$ cat src/rtl/mul8_pkg.sv
// mul8_pkg: shared widths and row types for the 8x8 Wallace-tree multiplier
package mul8_pkg;
   localparam int OP_W   = 8;
   localparam int PROD_W = 16;
   typedef logic [PROD_W-1:0] prod_t;
   typedef struct packed {prod_t sum; prod_t carry;} rows_t;
endpackage

$ cat src/rtl/rca_chain.sv
// rca_chain: combinational N-bit ripple-carry adder built from full-adder cells
module rca_chain #(
   parameter int N = 8
) (
   input  logic [N-1:0] a_i,
   input  logic [N-1:0] b_i,
   input  logic         cin_i,
   output logic [N-1:0] s_o,
   output logic         cout_o
);
   logic [N:0] c;
   assign c[0] = cin_i;
   for (genvar i = 0; i < N; i++) begin : g_fa
      assign s_o[i]   = a_i[i] ^ b_i[i] ^ c[i];
      assign c[i+1] = (a_i[i] & b_i[i]) | (c[i] & (a_i[i] ^ b_i[i]));
   end
   assign cout_o = c[N];
endmodule

$ cat src/rtl/wallace_cpa_stage.sv
// wallace_cpa_stage: final CPA of the Wallace multiplier; WCPA_TWO_STAGE_EN splits it into lo/hi stages
module wallace_cpa_stage
   import mul8_pkg::*;
#(
   parameter int W    = PROD_W,
   parameter int LO_W = W / 2
) (
   input  logic         clk,
   input  logic         rst,
   input  logic         in_valid_i,
   output logic         in_ready_o,
   input  logic [W-1:0] in_sum_i,
   input  logic [W-1:0] in_carry_i,
   output logic         out_valid_o,
   input  logic         out_ready_i,
   output logic [W-1:0] out_prod_o,
   output logic         out_cout_o
);
   if (W % 2 != 0 || W < 4 || LO_W < 1 || LO_W >= W) begin : g_bad_cfg
      $error("wallace_cpa_stage: illegal W/LO_W");
   end
   logic         out_v_q, cout_q, cout_d;
   logic [W-1:0] prod_q, prod_d;
   assign out_valid_o = out_v_q;
   assign out_prod_o  = prod_q;
   assign out_cout_o  = cout_q;
`ifdef WCPA_TWO_STAGE_EN
   localparam int HI_W = W - LO_W;
   logic            va_q, clo_q, clo_d, ready_b;
   logic [LO_W-1:0] lo_q, lo_d;
   logic [HI_W-1:0] sh_q, ch_q, hi_d;
   rca_chain #(.N(LO_W)) u_lo (
      .a_i   (in_sum_i[LO_W-1:0]),
      .b_i   (in_carry_i[LO_W-1:0]),
      .cin_i (1'b0),
      .s_o   (lo_d),
      .cout_o(clo_d)
   );
   rca_chain #(.N(HI_W)) u_hi (
      .a_i   (sh_q),
      .b_i   (ch_q),
      .cin_i (clo_q),
      .s_o   (hi_d),
      .cout_o(cout_d)
   );
   assign prod_d     = {hi_d, lo_q};
   assign ready_b    = !out_v_q || out_ready_i;
   assign in_ready_o = !va_q || ready_b;
   // stage A holds the low sum and its carry plus the raw high halves; stage B finishes the add
   always_ff @(posedge clk) begin
      if (rst) begin
         va_q    <= 1'b0;
         clo_q   <= 1'b0;
         lo_q    <= '0;
         sh_q    <= '0;
         ch_q    <= '0;
         out_v_q <= 1'b0;
         prod_q  <= '0;
         cout_q  <= 1'b0;
      end else begin
         if (in_ready_o) begin
            va_q <= in_valid_i;
            if (in_valid_i) begin
               lo_q  <= lo_d;
               clo_q <= clo_d;
               sh_q  <= in_sum_i[W-1:LO_W];
               ch_q  <= in_carry_i[W-1:LO_W];
            end
         end
         if (ready_b) begin
            out_v_q <= va_q;
            if (va_q) begin
               prod_q <= prod_d;
               cout_q <= cout_d;
            end
         end
      end
   end
`else
   rca_chain #(.N(W)) u_full (
      .a_i   (in_sum_i),
      .b_i   (in_carry_i),
      .cin_i (1'b0),
      .s_o   (prod_d),
      .cout_o(cout_d)
   );
   assign in_ready_o = !out_v_q || out_ready_i;
   // single result register, refilled whenever it is empty or being drained
   always_ff @(posedge clk) begin
      if (rst) begin
         out_v_q <= 1'b0;
         prod_q  <= '0;
         cout_q  <= 1'b0;
      end else if (in_ready_o) begin
         out_v_q <= in_valid_i;
         if (in_valid_i) begin
            prod_q <= prod_d;
            cout_q <= cout_d;
         end
      end
   end
`endif
endmodule

$ cat config.mk
export PLATFORM = sky130hd
export DESIGN_NAME = wallace_cpa_stage
export DESIGN_NICKNAME = d
export VERILOG_FILES = /design/src/rtl/mul8_pkg.sv /design/src/rtl/rca_chain.sv /design/src/rtl/wallace_cpa_stage.sv
export SDC_FILE = /design/constraint.sdc
export NUM_CORES = 1
export LEC_CHECK = 0
export CORE_ASPECT_RATIO = 1.75
export CORE_UTILIZATION = 41
export DETAILED_ROUTE_END_ITERATION = 7
export PLACE_DENSITY = 0.77
export SLEW_MARGIN = 20
export SYNTH_ARGS = -nofsm -noshare
export SYNTH_HDL_FRONTEND = slang
export SYNTH_HIERARCHICAL = 1
export SYNTH_SLANG_ARGS = --single-unit
$ cat constraint.sdc
create_clock -name clk -period 11 [get_ports clk]
set_input_delay 2.2 -clock clk [delete_from_list [all_inputs] [get_ports clk]]
set_output_delay 2.2 -clock clk [all_outputs]
set_load 0.1 [all_outputs]
==> impl_metrics.py <==
metrics = {
    "run_status": {
        "status": "complete, no violations",
    },
    "clock_network": {
        "ctsHoldBuffers": 0,
        "tritoncts": "done",
        "cts_setup_buffers": 0,
        "clock_path_buffers": 2,
        "clk_pin_slew_ns": 0.07,
        "cts_resized": 0,
        "cts_buffers": 3,
        "cts.sinks": 18,
        "h-tree-depth": 1,
        "cts-root-buf": "clkbuf_8",
        "insertion_delay_ns": 0.24,
    },
    "synthesis": {
        "synth_cell_types": 15,
        "synth_edf_count": 0,
        "ys_seq_elements": 18,
        "yosys-top-cells-area": "dfxtp_1 30%, fa_1 27%, a21bo_1 9.2%",
        "synth-seq-area-share_pct": 30.1,
        "synth_top_cell_by_area": "dfxtp_1",
        "syn_area_mm2": 0.00120,
        "synthCells": 109,
        "yosysMostFrequentCell": "dfxtp_1",
        "syn_nets": 161,
        "ys.flop_type": "dfxtp_1",
        "yosys_warnings": 6,
        "syn_area_per_cell_um2": 11.0,
        "synth_top_area_share_pct": 30.1,
        "async_flop_share_pct": 0,
        "synth_commonest_cells": "18 x dfxtp_1, 17 x nand3_1, 16 x fa_1",
    },
    "worst_setup_path": {
        "crit_top_cell": "fa_1",
        "cp_top_family": "adder cells",
        "cp_data_arrival_time_ns": 9.33,
        "cp_num_buf_inv": 5,
        "critPathMaxFanout": 1,
        "max_stage_delay_ns": 0.44,
        "startpoint_type": "input pin",
        "worstPathCellList": "clkdlybuf4s50_1 > fa_1 > inv_1 > fa_1 > inv_1 > fa_1 > fa_1 > fa_1 > fa_1 > fa_1 > fa_1 > fa_1 > fa_1 > fa_1 > fa_1 > fa_1 > fa_1 > fa_1 > inv_1 > fa_1 > inv_1 > nand3_1 > a21oi_1",
        "worstPathRequired_ns": 11.16,
        "worstSetupPathType": "in -> reg",
        "endpoint_kind": "register",
        "cp_slowest_cell": "clkdlybuf4s50_1",
    },
    "drt": {
        "wl_um": 2680,
        "vias_per_cell": 5.22,
        "wl_per_cell_um": 14.5,
        "drtIter0Drc": 15,
        "via_count": 960,
        "drc": 0,
        "antenna_left": 0,
        "first_pass_iters": 4,
    },
    "placed_design": {
        "portBuffers": 54,
        "place.gp.congestion": 0.723,
        "dp_hpwl_um": 2180,
        "postPlaceCellArea_mm2": 0.00170,
    },
    "global_route": {
        "antenna_found_initial": 0,
        "grt_max_degree": 37,
        "grt_pass1_wl_um": 4240,
        "grt_pass1_vias": 1012,
        "grt_use_total_pct": 17.6,
        "grt_overflow": 0,
    },
    "die": {
        "fp.dieArea_mm2": 0.00315,
        "die_h_um": 73.5,
        "rows": 25,
        "fp.dieW_um": 42.8,
        "core_area_mm2": 0.00272,
        "io_pins": 55,
        "initial_utilization_pct": 44.0,
    },
    "finish": {
        "fin_area_mm2": 0.00175,
        "drive_above_1_share_pct": 14.6,
        "n_antenna_cell": 0,
        "fill_cells": 227,
        "area_delta_synth_final_pct": 46.3,
        "fin_nets": 210,
    },
    "sta": {
        "finalCriticalPeriod_ns": 9.17,
        "finalHoldViolations": 0,
        "max_freq_mhz": 109,
        "rsz0062_at_grt": "no",
        "worst_pin_slew_ns": 0.985,
        "tns_ns": 0,
        "relSlewSlack_pct": 34.1,
        "drv_slew": 0,
        "setup_violations": 0,
        "finalCritPeriodShare_pct": 83.3,
        "finClkSkew_ns": 0.00347,
    },
    "flow_run": {
        "drv_cap": 0,
    },
    "power": {
        "cellPowerDensity_mw_per_mm2": 134,
        "vdd_drop_max_mv": 0.0684,
        "power_leakage_nw": 0.685,
    },
    "min_path": {
        "hold_path.class": "reg -> reg",
    },
}
## cells in the final DEF (no fill, tap or decap), drive strengths merged
cell type | netlist | layout
buf | 8 | 1
a21bo | 17 | 17
inv | 11 | 11
dfxtp | 18 | 18
clkdlybuf4s50 | 0 | 53
a21oi | 18 | 18
conb | 1 | 1
clkbuf | 2 | 4
fa | 16 | 16
nand3 | 17 | 17
nand2b | 1 | 1
## cell type report
class	count	area (um^2)	area share (%)
Timing Repair Buffer	54	536	30.6
Sequential cell	18	360	20.6
Inverter	11	41.3	2.36
Clock buffer	4	55.1	3.15
Tap cell	27	33.8	1.93
Multi-Input combinational cell	70	724	41.4
## per-layer routing
| metal | track usage [%] | part of all wire (%) | vias to the layer above |
|---|---|---|---|
| met5 | 0 | 0 | - |
| met4 | 8.33 | 2.7 | 0 |
| met3 | 0.983 | 3.0 | 6 |
| met2 | 32.7 | 56 | 31 |
| met1 | 20.0 | 38 | 472 |
| li1 | - | - | 451 |
## per-stage QoR
| stage | hold slack (ns) | worst slack (ns) | power (mW) | utilization, % | cells |
|---|---|---|---|---|---|
| final | 0.574 | 1.83 | 0.235 | 64.3 | 184 |
| after global routing | 0.593 | 1.59 | 0.244 | 64.3 | 184 |
| after CTS | 0.575 | 1.81 | 0.235 | 64.5 | 184 |
| after detailed placement | 0.567 | 1.57 | 0.185 | 62.5 | 180 |
| after global placement | 0.562 | 1.77 | 0.182 | 62.5 | 180 |
| after floorplan | 1.05 | 2.51 | 0.152 | - | 109 |
## worst min-delay path: stages, from the launching register on
cell	delay, ns
dfxtp_1	0.31
a21bo_2	0.17
a21oi_1	0.05
## flip-flops by register name, indices dropped and copies added (netlist names)
name / flops
out_cout_o: 1
out_prod_o: 16
out_valid_o: 1
## final timing paths
path / from / endpoint / slack (ns) / depth (start not counted)
max: in_sum_i[0] / out_prod_o[15] / 1.83 / 23
min reg2reg: out_prod_o[0] / out_prod_o[0] / 0.57 / 2
max reg2reg: out_valid_o / out_prod_o[14] / 9.86 / 3
min: out_prod_o[0] / out_prod_o[0] / 0.57 / 2
## cell families (layout without fill, tap and decap cells)
family	after synthesis	count (layout)	share of synthesized area (%)
AND/OR/NAND/NOR	18	18	8.26
flip-flops	18	18	30.1
buffers and inverters	21	69	9.31
adder cells (fa/ha/maj)	16	16	26.8
AO/OA/AOI/OAI	35	35	25.2
other	1	1	0.314
## report_power, final
| part | leakage, nW | total (mW) | switching [mW] | internal [mW] |
|---|---|---|---|---|
| registers | 0.148 | 0.0748 | 0.00335 | 0.0714 |
| logic | 0.508 | 0.108 | 0.0702 | 0.0376 |
| clock network | 0.0288 | 0.0521 | 0.0204 | 0.0317 |
Power figures use the tool's default switching activity.
